[src/rtl/biriscv_icache_port_arb.sv]
// biriscv_icache_port_arb
// Two fetch requesters share one instruction-cache read port. Reads are
// granted round-robin (or fixed priority) with up to DEPTH in flight. An
// in-order tag FIFO records who owns each read, so every response returns to
// that owner. Flush/invalidate requests are held pending until no read is
// outstanding, then they are issued as a single-cycle pulse.
module biriscv_icache_port_arb #(
  parameter int DEPTH      = 2,
  parameter int DEPTH_W    = 1,
  parameter bit FIXED_PRIO = 1'b0
) (
  input  logic        clk_i,
  input  logic        rst_i,

  input  logic        req0_rd_i,
  input  logic [31:0] req0_pc_i,
  input  logic [1:0]  req0_priv_i,
  input  logic        req0_flush_i,
  input  logic        req0_invalidate_i,
  output logic        req0_accept_o,
  output logic        req0_valid_o,
  output logic [63:0] req0_inst_o,
  output logic        req0_error_o,
  output logic        req0_page_fault_o,

  input  logic        req1_rd_i,
  input  logic [31:0] req1_pc_i,
  input  logic [1:0]  req1_priv_i,
  input  logic        req1_flush_i,
  input  logic        req1_invalidate_i,
  output logic        req1_accept_o,
  output logic        req1_valid_o,
  output logic [63:0] req1_inst_o,
  output logic        req1_error_o,
  output logic        req1_page_fault_o,

  output logic        icache_rd_o,
  output logic [31:0] icache_pc_o,
  output logic [1:0]  icache_priv_o,
  output logic        icache_flush_o,
  output logic        icache_invalidate_o,
  input  logic        icache_accept_i,
  input  logic        icache_valid_i,
  input  logic [63:0] icache_inst_i,
  input  logic        icache_error_i,
  input  logic        icache_page_fault_i
);

  typedef enum logic [1:0] {
    ST_IDLE  = 2'd0,
    ST_DRAIN = 2'd1,
    ST_MAINT = 2'd2
  } state_t;

  localparam logic [DEPTH_W:0] CNT_DEPTH = (DEPTH_W + 1)'(DEPTH);

  state_t               state_q;
  state_t               state_d;
  logic [DEPTH_W:0]     count_q;
  logic [DEPTH_W:0]     count_d;
  logic [DEPTH_W-1:0]   wr_ptr_q;
  logic [DEPTH_W-1:0]   rd_ptr_q;
  logic                 tag_mem [DEPTH];
  logic                 last_q;
  logic                 lock_q;
  logic                 lock_owner_q;
  logic                 flush_pend_q;
  logic                 inval_pend_q;
  logic                 flush_pend_d;
  logic                 inval_pend_d;

  logic                 gnt_vld;
  logic                 gnt_owner;
  logic                 push;
  logic                 pop;
  logic                 head_owner;
  logic                 lock_d;
  logic                 pend_any;

  // Pointers wrap modulo DEPTH, which also covers DEPTH=1 (pointer stays 0).
  function automatic logic [DEPTH_W-1:0] ptr_inc(input logic [DEPTH_W-1:0] p);
    ptr_inc = (p == DEPTH_W'(DEPTH - 1)) ? '0 : p + 1'b1;
  endfunction

  // Grant selection: IDLE only, below the outstanding limit; a stalled read keeps its owner.
  always_comb begin
    gnt_vld   = 1'b0;
    gnt_owner = 1'b0;
    if (!rst_i && (state_q == ST_IDLE) && (count_q < CNT_DEPTH)) begin
      if (lock_q) begin
        gnt_owner = lock_owner_q;
        gnt_vld   = lock_owner_q ? req1_rd_i : req0_rd_i;
      end else if (req0_rd_i && req1_rd_i) begin
        gnt_vld   = 1'b1;
        gnt_owner = FIXED_PRIO ? 1'b0 : ~last_q;
      end else if (req0_rd_i) begin
        gnt_vld   = 1'b1;
        gnt_owner = 1'b0;
      end else if (req1_rd_i) begin
        gnt_vld   = 1'b1;
        gnt_owner = 1'b1;
      end
    end
  end

  // FIFO bookkeeping: push on accepted read, pop on response when a tag exists.
  always_comb begin
    push       = gnt_vld & icache_accept_i;
    pop        = ~rst_i & icache_valid_i & (count_q != '0);
    head_owner = tag_mem[rd_ptr_q];
    lock_d     = gnt_vld & ~icache_accept_i;
    pend_any   = flush_pend_q | inval_pend_q;
    count_d    = count_q;
    case ({push, pop})
      2'b10:   count_d = count_q + 1'b1;
      2'b01:   count_d = count_q - 1'b1;
      default: count_d = count_q;
    endcase
    // A pulse arriving in MAINT survives the clear of the bit it would set.
    flush_pend_d = ((state_q == ST_MAINT) ? 1'b0 : flush_pend_q) | req0_flush_i | req1_flush_i;
    inval_pend_d = ((state_q == ST_MAINT) ? 1'b0 : inval_pend_q) | req0_invalidate_i | req1_invalidate_i;
  end

  // FSM state register.
  always_ff @(posedge clk_i or posedge rst_i) begin
    if (rst_i) state_q <= ST_IDLE;
    else       state_q <= state_d;
  end

  // FSM next state: leave IDLE only once no read is stalled; skip DRAIN if already empty.
  always_comb begin
    state_d = state_q;
    case (state_q)
      ST_IDLE: begin
        if (pend_any && !lock_d)
          state_d = (count_d == '0) ? ST_MAINT : ST_DRAIN;
      end
      ST_DRAIN: begin
        if (count_d == '0)
          state_d = ST_MAINT;
      end
      ST_MAINT: state_d = ST_IDLE;
      default:  state_d = ST_IDLE;
    endcase
  end

  // FSM outputs: read port, maintenance pulses, and owner-routed accept/response.
  always_comb begin
    icache_rd_o         = gnt_vld;
    icache_pc_o         = '0;
    icache_priv_o       = '0;
    if (gnt_vld) begin
      icache_pc_o   = gnt_owner ? req1_pc_i   : req0_pc_i;
      icache_priv_o = gnt_owner ? req1_priv_i : req0_priv_i;
    end
    icache_flush_o      = ~rst_i & (state_q == ST_MAINT) & flush_pend_q;
    icache_invalidate_o = ~rst_i & (state_q == ST_MAINT) & inval_pend_q;

    req0_accept_o       = push & ~gnt_owner;
    req1_accept_o       = push &  gnt_owner;

    req0_valid_o        = pop & ~head_owner;
    req1_valid_o        = pop &  head_owner;
    req0_inst_o         = req0_valid_o ? icache_inst_i : '0;
    req1_inst_o         = req1_valid_o ? icache_inst_i : '0;
    req0_error_o        = req0_valid_o & icache_error_i;
    req1_error_o        = req1_valid_o & icache_error_i;
    req0_page_fault_o   = req0_valid_o & icache_page_fault_i;
    req1_page_fault_o   = req1_valid_o & icache_page_fault_i;
  end

  // Control state: counters, pointers, arbitration history, lock and pending bits.
  always_ff @(posedge clk_i or posedge rst_i) begin
    if (rst_i) begin
      count_q      <= '0;
      wr_ptr_q     <= '0;
      rd_ptr_q     <= '0;
      last_q       <= 1'b1;
      lock_q       <= 1'b0;
      lock_owner_q <= 1'b0;
      flush_pend_q <= 1'b0;
      inval_pend_q <= 1'b0;
    end else begin
      count_q      <= count_d;
      if (push) begin
        wr_ptr_q <= ptr_inc(wr_ptr_q);
        last_q   <= gnt_owner;
      end
      if (pop)
        rd_ptr_q <= ptr_inc(rd_ptr_q);
      lock_q       <= lock_d;
      if (lock_d)
        lock_owner_q <= gnt_owner;
      flush_pend_q <= flush_pend_d;
      inval_pend_q <= inval_pend_d;
    end
  end

  // Tag storage: owner of each accepted read; validity is tracked by count_q.
  always_ff @(posedge clk_i) begin
    if (push)
      tag_mem[wr_ptr_q] <= gnt_owner;
  end

endmodule

[config.mk]
export PLATFORM = sky130hd
export DESIGN_NAME = biriscv_icache_port_arb
export DESIGN_NICKNAME = d
export VERILOG_FILES = /design/src/rtl/biriscv_icache_port_arb.sv
export SDC_FILE = /design/constraint.sdc
export NUM_CORES = 1
export LEC_CHECK = 0
export BUFFER_PORTS_ARGS = -buffer_cell sky130_fd_sc_hd__clkbuf_2
export CELL_PAD_IN_SITES_DETAIL_PLACEMENT = 1
export CELL_PAD_IN_SITES_GLOBAL_PLACEMENT = 2
export CORE_ASPECT_RATIO = 0.8
export CORE_MARGIN = 1.5
export CORE_UTILIZATION = 13
export DETAILED_ROUTE_END_ITERATION = 8
export GPL_TIMING_DRIVEN = 0
export HOLD_SLACK_MARGIN = 0.15
export PLACE_DENSITY = 0.87
export SLEW_MARGIN = 20
export SYNTH_ARGS = -nofsm -noshare
export SYNTH_HDL_FRONTEND = slang
export SYNTH_SLANG_ARGS = --single-unit
[constraint.sdc]
create_clock -name clk_i -period 3.4 [get_ports clk_i]
set_clock_uncertainty 0.2 [all_clocks]
set_input_delay 0.17 -clock clk_i [delete_from_list [all_inputs] [get_ports clk_i]]
set_output_delay 0.17 -clock clk_i [all_outputs]
set_load 0.05 [all_outputs]
==> results of run 1 <==
report_power, final:
part | internal, mW | switching (mW)
logic | 0.392 | 1.10
clock network | 0.158 | 0.0658
registers | 0.216 | 0.0612
registers in the layout, summed over array words and instances (netlist names):
register and count:
state_q 2, lock_q 1, last_q 1, count_q 2, flush_pend_q 1, lock_owner_q 1
rd_ptr_q 1, inval_pend_q 1, tag_mem 2, wr_ptr_q 1
worst min-delay path, delay by kind of cell:
family                 cells  cell delay [ns]
AND/OR/NAND/NOR            1             0.15
buffers and inverters      1             0.12
AO/OA/AOI/OAI              1             0.17
final cells by class:
class	count	area (sq um)	share of cell area, %
inverter	3	13.8	0.333
timing repair buffer	323	1650	39.9
multi-input combinational	274	1660	40.1
sequential	13	337	8.14
tap	215	269	6.51
buffer	28	128	3.09
clock buffer	4	78.8	1.91
worst max path at each step:
stage	to	slack, ns	cells after the start
finish	req1_inst_o[27]	0.33	9
floorplan	icache_pc_o[0]	0.76	4
global route	req1_inst_o[27]	0.03	9
CTS	req1_inst_o[27]	0.22	9
detailed placement	req1_inst_o[27]	0.77	8
global placement	req1_inst_o[27]	0.88	8
through the flow:
step                total power, mW  area (sq um)
floorplan                      1.35          2140
global placement               1.77          3990
detailed placement             1.78          3990
CTS                            2.02          4140
global route                   2.12          4140
finish                         1.99          4140
synthesized netlist by cell type, types with 4 or more instances:
cell type,count
a211oi_1,34
and2_1,133
and3_1,4
buf_2,13
clkbuf_1,10
clkbuf_2,5
dfrtp_1,10
nor2_1,74
xnor2_1,4
metal layers:
metal	vias to the layer above	routed length, um
li1	1682	-
met2	173	6450
met3	5	909
met1	1569	5450
met4	0	57
met5	-	0
cell families (layout without fill, tap and decap cells):
group	after synthesis	count (layout)	synth area share, %
and+or+nand+nor	223	223	57.5
AOI/OAI and AO/OA	42	42	15.8
buffers and inverters	31	358	6.62
DFF	13	13	15.8
xor gates and xnor gates	5	5	2.05
muxes	3	3	1.70
adders and majority gates	1	1	0.586
repair_timing:
action | in CTS | in global routing
endpoints found under the setup margin | 0 | 0
endpoints found under the hold margin | 15 | 0
hold buffers | 7 | 0
layout by cell type (no fill, tap or decap), drive strengths merged:
cell type,count
nor2,76
dlygate4sd3,7
nor3,2
buf,13
and3,4
o21ba,1
a211oi,34
nand2b,1
ha,1
and2,133
edfxtp,2
inv,3
a211o,2
xor2,1
a22o,1
or3b,1
a21boi,1
o21ai,1
nor4,1
dfstp,1
nand2,3
dfrtp,10
nor2b,2
clkbuf,335
mux2i,1
mux2,2
o211ai,2
xnor2,4
==> flow_summary.ini, run 1 <==
[grt]
gr-usage-met3_pct = 2.95
grt_max_degree = 13
gr-total-overflow = 0
track_usage_pct = 14.0
antenna_found_initial = 0
grt_pass1_vias = 3366
use_met2_pct = 25.8
busiest_layer = met2
use_met1_pct = 17.3
grt_pass1_wl_um = 19200

[critical_path]
reg2reg_setup_slack_ns = 1.04
r2r_cells = 8
crit_type = in2out
critPathMaxStageDelay_ns = 0.54
rr_endpoint = state_q[0]$_DFFE_PP0P_
crit_path_cell_trace = dlygate4sd3_1 > clkbuf_2 > inv_1 > o211ai_2 > nor2_2 > clkbuf_2 > clkbuf_2 > and2_1 > clkbuf_2
regToRegStartpoint = state_q[0]$_DFFE_PP0P_
path_max_fanout = 12
crit_path_start_kind = input port
endpoint_kind = output port
required_ns = 3.03
cp.arrival_ns = 2.70
critPathMostFrequentCell = clkbuf_2
crit_family = buffers and inverters
crit_slowest_cell = dlygate4sd3_1
cp-startpoint = rst_i
crit_buf_inv = 6

[power_and_ir_drop]
ir_drop_v = 0.000192
leakage_nw = 2.42
powerDensity_nw_per_um2 = 482

[die]
ios = 317
die_height_um = 118
rows = 41
die_area_sq_um = 17200
start_util_pct = 13.4
die_w_um = 146
core_area_sq_um = 15900

[synth]
synth_area_leader_cell = and2_1
synth.yosys.seq_area_share_pct = 15.8
synth_seq_cells = 13
yosys-top-cells-area = and2_1, nor2_1, a211oi_1, dfrtp_1, buf_2
yosys_warnings = 0
mappedNetlistNets = 463
synth_edf_count = 2
syn_area_per_cell_sq_um = 6.72
synth_top_area_share_pct = 39.0
yosys_most_used_dff = dfrtp_1
synthCells = 318
syn_area_sq_um = 2140
synth_cell_types = 34
synth-async-reset-ratio_pct = 84.6

[cts]
cts_setup_buffers = 0
cts_resized = 0
clock_sinks = 13
cts_max_level = 1
cts_tree = done
clk_path_buf_depth = 2
insertion_delay_ns = 0.24
cts_buffers = 3
clk_pin_slew_ns = 0.05
cts-root-buf = clkbuf_16

[cells_and_area]
diodes = 0
final_layout_size_suffix_gt1_share_pct = 54.0
nets = 791
fillers = 2098
area_delta_synth_final_pct = 93.6
final_util_pct = 26.0
final_cell_count_no_fill = 860

[min_path]
hp-start = req1_rd_i
hp-class = in2reg
holdPathEnd = lock_q$_DFF_PP0_
hold_path_depth = 3

[sta]
period_needed_ns = 3.07
drv_slew = 0
rsz0062_at_grt = false
timing.final.crit_share_pct = 90.3
tns_ns = 0
worst_slew_margin_rel_pct = 66.7
hold_slack_ns = 0.207
fmax_ghz = 0.326
worst_pin_slew_ns = 0.500
postLayoutSetupSlackWorst_ns = 0.330
hold_viol = 0
finalSetupViolations = 0

[drt]
wl_um = 12900
first_iter_violations = 64
vias = 3429
firstDrtPassIters = 4
post-route-drc-count = 0
vias_per_cell = 3.99
ant_nets = 0
wl_per_cell_um = 15.0

[placement]
globalplace.congestion = 0.870
dp.cells = 849
post-place-ws_ns = 0.773
port_buffers = 316
dp_hpwl_um = 11300

[status]
status = finished clean

[run]
drv_cap = 0
No activity file was read; power rests on OpenSTA's default activity.
==> inputs of run 2 (changes only) <==
- PLACE_DENSITY: 0.87 -> 0.84
==> flow_summary.ini, run 2 (synthesis gave the netlist of run 1 again) <==
[cts]
cts_max_level = 1
clk_path_buf_depth = 2
clock_sinks = 13
cts_tree = done
cts_buffers = 3
clk_pin_slew_ns = 0.04
cts_resized = 0
insertion_delay_ns = 0.24
cts-root-buf = clkbuf_16

[critical_path]
critPathMostFrequentCell = clkbuf_2
crit_slowest_cell = dlygate4sd3_1
required_ns = 3.03
cp.arrival_ns = 2.73
crit_type = in2out
critPathMaxStageDelay_ns = 0.55
path_max_fanout = 12
endpoint_kind = output port
crit_path_cell_trace = dlygate4sd3_1 > clkbuf_2 > inv_1 > o211ai_2 > nor2b_2 > clkbuf_1 > and2_1 > clkbuf_2
crit_path_start_kind = input port

[placement]
dp_hpwl_um = 11800
dp.cells = 849
globalplace.congestion = 0.817
post-place-ws_ns = 0.832
port_buffers = 316

[sta]
worst_pin_slew_ns = 0.493
tns_ns = 0
worst_slew_margin_rel_pct = 67.1
drv_slew = 0
rsz0062_at_grt = false
finalSetupViolations = 0
fmax_ghz = 0.323
timing.final.crit_share_pct = 91.1
postLayoutSetupSlackWorst_ns = 0.304
hold_slack_ns = 0.210
hold_viol = 0
period_needed_ns = 3.10

[power_and_ir_drop]
internal-power_mw = 0.766
ir_drop_v = 0.000242
p_comb_share_pct = 75.0
design_power_total_mw = 2.00
powerDensity_nw_per_um2 = 483
netSwitchingFraction_pct = 61.6
leakage_nw = 2.42
p_seq_share_pct = 13.8
switching_power_mw = 1.23
pwr-share-clk_pct = 11.2

[cells_and_area]
nets = 791
final_layout_size_suffix_gt1_share_pct = 54.0
layout_commonest_cell = clkbuf_2
final_cell_count_no_fill = 860
final_cell_mix = clkbuf_2, and2_1, nor2_1, a211oi_1, buf_2
area_delta_synth_final_pct = 93.6
diodes = 0
top_regs = count_q (2), state_q (2), tag_mem (2)

[grt]
gr-total-overflow = 0
track_usage_pct = 15.1
grt_max_degree = 13
grt_pass1_wl_um = 20500
grt_pass1_vias = 3491
antenna_found_initial = 0

[die]
start_util_pct = 13.4
die_height_um = 118
die_area_sq_um = 17200
die_w_um = 146
core_area_sq_um = 15900
rows = 41
ios = 317

[drt]
wl_um = 13500
first_iter_violations = 76
firstDrtPassIters = 4
post-route-drc-count = 0
wl_per_cell_um = 15.7
ant_nets = 0
vias_per_cell = 4.03
vias = 3463

[run]
drv_cap = 0

[status]
status = finished clean

[min_path]
hp-class = in2reg
[run 2: per-stage QoR]
stage                     instance area [sq um]  util, %
after CTS                                  4140     26.0
after global placement                     3990     25.1
after global routing                       4140     26.0
after floorplan                            2140        -
after detailed placement                   3990     25.1
final                                      4140     26.0
[run 2: power groups by stage]
stage	logic, mW	clock network [mW]	registers, mW
after CTS	1.51	0.228	0.278
after global routing	1.60	0.234	0.287
after global placement	1.50	0	0.278
after detailed placement	1.50	0	0.281
after floorplan	1.09	0	0.265
final	1.50	0.223	0.276
[run 2: cell type report]
| class | count | area, sq um |
|---|---|---|
| buffer | 28 | 128 |
| multi-input combinational | 274 | 1660 |
| fill | 2113 | 11800 |
| inverter | 3 | 13.8 |
| tap | 215 | 269 |
| timing repair buffer | 323 | 1650 |
| clock buffer | 4 | 78.8 |
| sequential | 13 | 337 |
[run 2: worst max-delay path: cells and delay by family]
kind,cells,cell delay [ns]
compound gates,1,0.25
simple gates,2,0.49
buf+inv,5,1.81
[run 2: per-layer routing]
metal,part of all wire [%],track usage (%),vias to the layer above
met2,49,27.0,172
met5,0,0,-
li1,-,-,1683
met4,2.3,3.54,0
met3,7.4,3.37,12
met1,41,18.2,1596
[run 2: repair_timing]
item	4_1_cts	5_1_grt
buffers inserted	0	0
endpoints found under the hold margin	16	0
hold buffers	7	0
[run 2: worst paths after layout]
kind	from	endpoint	slack (ns)	depth (start not counted)
worst max-delay path	rst_i	req0_inst_o[16]	0.30	8
max in group asynchronous	rst_i	last_q$_DFFE_PP1N_	2.31	3
worst min-delay path	req1_rd_i	lock_q$_DFF_PP0_	0.21	3
worst max register to register	state_q[0]$_DFFE_PP0P_	state_q[0]$_DFFE_PP0P_	1.05	8
min in group asynchronous	rst_i	state_q[1]$_DFFE_PP0P_	0.35	3
worst min register to register	wr_ptr_q$_DFFE_PP0N_	wr_ptr_q$_DFFE_PP0N_	0.30	1
